===== src/rtl/nibble_add_pkg.sv =====
// Shared constants, FSM state encoding and index-width helper for the nibble-serial adder.
package nibble_add_pkg;

  localparam int NIBBLE_W = 4;

  typedef enum logic [1:0] {
    IDLE = 2'd0,
    RUN  = 2'd1,
    DONE = 2'd2
  } state_e;

  // Index register width: clog2(n), never narrower than one bit.
  function automatic int idx_width(input int n);
    return (n <= 1) ? 1 : $clog2(n);
  endfunction

endpackage


===== src/rtl/adder_4bit.sv =====
// Plain combinational 4-bit adder with carry in and carry out.
module adder_4bit (
  input  logic [3:0] a,
  input  logic [3:0] b,
  input  logic       cin,
  output logic [3:0] sum,
  output logic       cout
);

  assign {cout, sum} = {1'b0, a} + {1'b0, b} + {4'b0000, cin};

endmodule


===== src/rtl/nibble_serial_adder.sv =====
// WIDTH-bit adder that time-shares one adder_4bit, one nibble per clock, LSB first.
// Optional overflow output enabled by defining NIBBLE_SERIAL_ADDER_OVF_EN.
module nibble_serial_adder
  import nibble_add_pkg::*;
#(
  parameter int WIDTH = 16
) (
  input  logic             clk,
  input  logic             rst,
  input  logic             start,
  input  logic [WIDTH-1:0] a,
  input  logic [WIDTH-1:0] b,
  input  logic             cin,
  output logic             busy,
  output logic             done,
  output logic [WIDTH-1:0] sum,
  output logic             cout
`ifdef NIBBLE_SERIAL_ADDER_OVF_EN
  ,
  output logic             ovf
`endif
);

  localparam int NIBBLES = WIDTH / NIBBLE_W;
  localparam int IDX_W   = idx_width(NIBBLES);

  if ((WIDTH < NIBBLE_W) || ((WIDTH % NIBBLE_W) != 0)) begin : g_bad_width
    $error("nibble_serial_adder: WIDTH must be a multiple of 4 and at least 4");
  end

  // Handshake: start is taken on a rising edge only while state is IDLE or DONE
  // (a/b/cin captured on that same edge); busy is high for the NIBBLES RUN cycles;
  // done pulses for exactly one cycle with sum/cout valid, and they hold until the
  // next DONE. There is no backpressure and start during RUN is dropped.
  state_e state, next_state;

  logic [WIDTH-1:0] a_q, b_q, sum_acc, acc_next;
  logic             carry_q;
  logic [IDX_W-1:0] idx;
  logic [3:0]       nib_sum;
  logic             nib_cout;
  logic             last;
  logic [WIDTH-1:0] sum_q;
  logic             cout_q;

  adder_4bit u_adder (
    .a    (a_q[NIBBLE_W*idx +: NIBBLE_W]),
    .b    (b_q[NIBBLE_W*idx +: NIBBLE_W]),
    .cin  (carry_q),
    .sum  (nib_sum),
    .cout (nib_cout)
  );

  assign last = (idx == IDX_W'(NIBBLES - 1));

  // Accumulator with the current nibble merged in, so the final nibble can be
  // published to sum on the same edge it is produced.
  always_comb begin
    acc_next = sum_acc;
    acc_next[NIBBLE_W*idx +: NIBBLE_W] = nib_sum;
  end

  always_comb begin
    next_state = state;
    case (state)
      IDLE:    if (start) next_state = RUN;
      RUN:     if (last) next_state = DONE;
      DONE:    next_state = start ? RUN : IDLE;
      default: next_state = IDLE;
    endcase
  end

  always_ff @(posedge clk) begin
    if (rst) state <= IDLE;
    else     state <= next_state;
  end

  always_ff @(posedge clk) begin
    if (rst) begin
      a_q     <= '0;
      b_q     <= '0;
      carry_q <= 1'b0;
      idx     <= '0;
      sum_acc <= '0;
      sum_q   <= '0;
      cout_q  <= 1'b0;
    end else begin
      case (state)
        IDLE, DONE: begin
          if (start) begin
            a_q     <= a;
            b_q     <= b;
            carry_q <= cin;
            idx     <= '0;
          end
        end
        RUN: begin
          sum_acc <= acc_next;
          carry_q <= nib_cout;
          idx     <= idx + 1'b1;
          if (last) begin
            sum_q  <= acc_next;
            cout_q <= nib_cout;
          end
        end
        default: ;
      endcase
    end
  end

`ifdef NIBBLE_SERIAL_ADDER_OVF_EN
  logic ovf_q;

  always_ff @(posedge clk) begin
    if (rst) begin
      ovf_q <= 1'b0;
    end else if ((state == RUN) && last) begin
      ovf_q <= (a_q[WIDTH-1] == b_q[WIDTH-1]) && (acc_next[WIDTH-1] != a_q[WIDTH-1]);
    end
  end

  assign ovf = ovf_q;
`endif

  assign busy = (state == RUN);
  assign done = (state == DONE);
  assign sum  = sum_q;
  assign cout = cout_q;

endmodule


===== config.mk =====
export PLATFORM = sky130hd
export DESIGN_NAME = nibble_serial_adder
export DESIGN_NICKNAME = d
export VERILOG_FILES = /design/src/rtl/nibble_add_pkg.sv /design/src/rtl/adder_4bit.sv /design/src/rtl/nibble_serial_adder.sv
export SDC_FILE = /design/constraint.sdc
export NUM_CORES = 1
export LEC_CHECK = 0
export CELL_PAD_IN_SITES_DETAIL_PLACEMENT = 1
export CELL_PAD_IN_SITES_GLOBAL_PLACEMENT = 2
export CORE_MARGIN = 2
export CORE_UTILIZATION = 34
export CTS_CLUSTER_DIAMETER = 50
export CTS_CLUSTER_SIZE = 40
export DETAILED_ROUTE_END_ITERATION = 10
export PLACE_DENSITY = 0.94
export SLEW_MARGIN = 20
export SYNTH_ARGS = -nofsm -noshare
export SYNTH_HDL_FRONTEND = slang
export SYNTH_HIERARCHICAL = 1
export SYNTH_SLANG_ARGS = --single-unit

===== constraint.sdc =====
create_clock -name clk -period 4.9 [get_ports clk]
set_input_delay 0.49 -clock clk [delete_from_list [all_inputs] [get_ports clk]]
set_output_delay 0.49 -clock clk [all_outputs]
set_load 0.02 [all_outputs]

==> flow_metrics.tcl <==
set metrics [dict create \
    outcome "finished clean" \
    final_area_um2 3800 \
    netlist_instances 339 \
    post_cts_resized 0 \
    period_needed_ps 3370 \
    drc 0 \
    clk_pin_slew_worst_paths_ps 80 \
    drtIter0Drc 82 \
    hold_buffers 0 \
    post-dp-hpwl_um 5230 \
    yosysWarnings 6 \
    numPlacedInstances 478 \
    clockRootBuffer "clkbuf_8" \
    ant_nets 0 \
    fin_setup_tns_ps 0 \
    cts_inserted_buffers 9 \
    gp_congestion 0.860 \
    final_layout_size_suffix_gt1_share_pct 11.7 \
    synth.area.top_cells "dfxtp_1 43%, nand2_1 9.2%, a21oi_1 7.2%" \
    cp-start-kind "flip-flop" \
    final_max_slew_viol_count 0 \
    synth_area_per_cell_um2 8.99 \
    die_w_um 98.7 \
    antenna_cells 0 \
    max_freq_mhz 297 \
    rsz0062_at_grt "false" \
    overflow 0 \
    yosysTopAreaCell "dfxtp_1" \
    htree_levels 3 \
    finalNetCount 427 \
    fp.coreArea_um2 8720 \
    required_ps 5180 \
    dieArea_um2 9740 \
    track_usage_pct 16.4 \
    drtPass1Iterations 5 \
    p_per_area_nw_per_um2 318 \
    synth_edf_count 0 \
    cts_setup_buffers 0 \
    setup_viol 0 \
    wirelength_um 7500 \
    viasPerCell 5.13 \
    clockBufferDepth 2 \
    num_vias 2536 \
    synth_top_area_share_pct 43.3 \
    fp.dieH_um 98.7 \
    cts.sinks 66 \
    maxCapViolCount 0 \
    fillerInstances 1033 \
    worst_setup_path_end_kind "flip-flop" \
    synth_seq_area_share_pct 43.3 \
    finalClockSkew_ps 9.97 \
    relSlewSlack_pct 39.8 \
    cts_tree "done" \
    area_growth_pct 24.8 \
    clk_latency_ps 360 \
    routedWlPerCell_um 15.2 \
    synth_nets 385 \
    stdcell_count 494 \
    io_pins 55 \
    ys.flop_type "dfxtp_1" \
    grt_pass1_wl_um 12700 \
    worst_pin_slew_ps 902 \
    portBuffers 54 \
    synth-seq-cells 66 \
    ys_types 40 \
    dpl_cell_area_um2 3600 \
    rows 34 \
    path_class "reg2reg" \
    antenna_found_initial 0 \
    ir_drop_mv 0.153 \
    min_path_type "reg2reg" \
    crit_fanout 17 \
    fin_crit_sh_pct 68.8 \
    synthArstFlopShare_pct 0 \
    hold_viol_final 0 \
    grt_start_max_net_pins 67 \
    initial_core_util_pct 35.0 \
    arrival_ps 3650 \
    syn_area_um2 3050 \
    grt_pass1_vias 2599 \
    leakagePower_nw 1.36 \
]
cells by family after synthesis:
| kind of cell | Yosys count | share of synthesized area [%] |
|---|---|---|
| AOI/OAI and AO/OA | 69 | 15.5 |
| xor gates and xnor gates | 2 | 0.575 |
| adders and majority gates | 10 | 4.60 |
| buffers and inverters | 35 | 5.99 |
| DFF | 66 | 43.3 |
| muxes | 8 | 5.91 |
| and+or+nand+nor | 149 | 24.1 |
cells in the mapped netlist, types with 4 or more instances:
cell / n
nand2_1: 75
dfxtp_1: 66
a21oi_1: 44
nor2_1: 22
nand2b_1: 10
clkbuf_1: 9
nand3_1: 9
buf_2: 8
ha_1: 8
inv_1: 8
mux4_2: 8
nor2b_1: 8
a32oi_1: 7
buf_4: 7
nand4_1: 5
a221oi_2: 4
nor3_2: 4
cell type report:
type                       count  area (µm²)  area share [%]
clock buffer                  10         138            3.62
clock inverter                 6        66.3            1.74
inverter                       9        33.8           0.888
multi-input combinational    238        1550            40.8
sequential                    66        1320            34.7
tap                          108         135            3.55
timing repair buffer          57         558            14.7
metal layers:
layer	part of all wire, %	vias to the layer above	routed length [µm]	track usage [%]
li1	-	1254	-	-
met1	44	1202	3290	19.8
met2	49	64	3660	27.5
met3	4.8	16	363	4.75
met4	2.5	0	189	7.06
met5	0	-	0	0
flip-flops by register name, summed over array words and instances, names as in the netlist:
register / flops
a_q: 16
b_q: 16
carry_q: 1
cout: 1
idx: 2
state: 2
sum: 16
sum_acc: 12
power by group:
group,leakage [nW],switching [W],internal [W]
combinational,0.727,0.0000903,0.0000723
sequential,0.537,0.0000185,0.000557
clock,0.0945,0.000225,0.000248
path summary, 6_finish.rpt:
kind	startpoint	to	slack [ps]	cells after the start
worst max register to register	idx[0]	sum[7]	1530	8
worst min register to register	a_q[4]	a_q[4]	460	2
worst min-delay path	a_q[4]	a_q[4]	460	2
worst max-delay path	idx[0]	sum[7]	1530	8
cells in the final DEF (no fill, tap or decap), types with 4 or more instances in the layout:
master	synthesis	layout
nand2_1	75	75
dfxtp_1	66	66
clkdlybuf4s50_1	0	53
a21oi_1	44	44
nor2_1	22	22
nand2b_1	10	10
clkbuf_8	0	10
nand3_1	9	9
inv_1	8	8
mux4_2	8	8
ha_1	8	8
nor2b_1	8	7
a32oi_1	7	7
nand4_1	5	5
a221oi_2	4	4
nor3_2	4	4
through the flow:
| stage | worst slack [ps] | total power, W | hold slack, ps | util (%) |
|---|---|---|---|---|
| 2_1_floorplan | 2110 | 0.000691 | 427 | - |
| 3_3_place_gp | 1680 | 0.000745 | 437 | 41.2 |
| 3_5_place_dp | 1530 | 0.000750 | 447 | 41.2 |
| 4_1_cts | 1510 | 0.00123 | 457 | 43.6 |
| 5_1_grt | 1350 | 0.00127 | 480 | 43.6 |
| 6_report | 1530 | 0.00121 | 458 | 43.6 |
worst max-delay path, cell delays in order (launching register included):
cell      delay (ps)
dfxtp_1          910
mux4_2           630
fa_1             460
a21o_1           210
a21oi_2          150
xnor2_1          310
and3b_1          310
a31oi_1          110
a211oi_2         210
(Power assumes the default switching activity.)
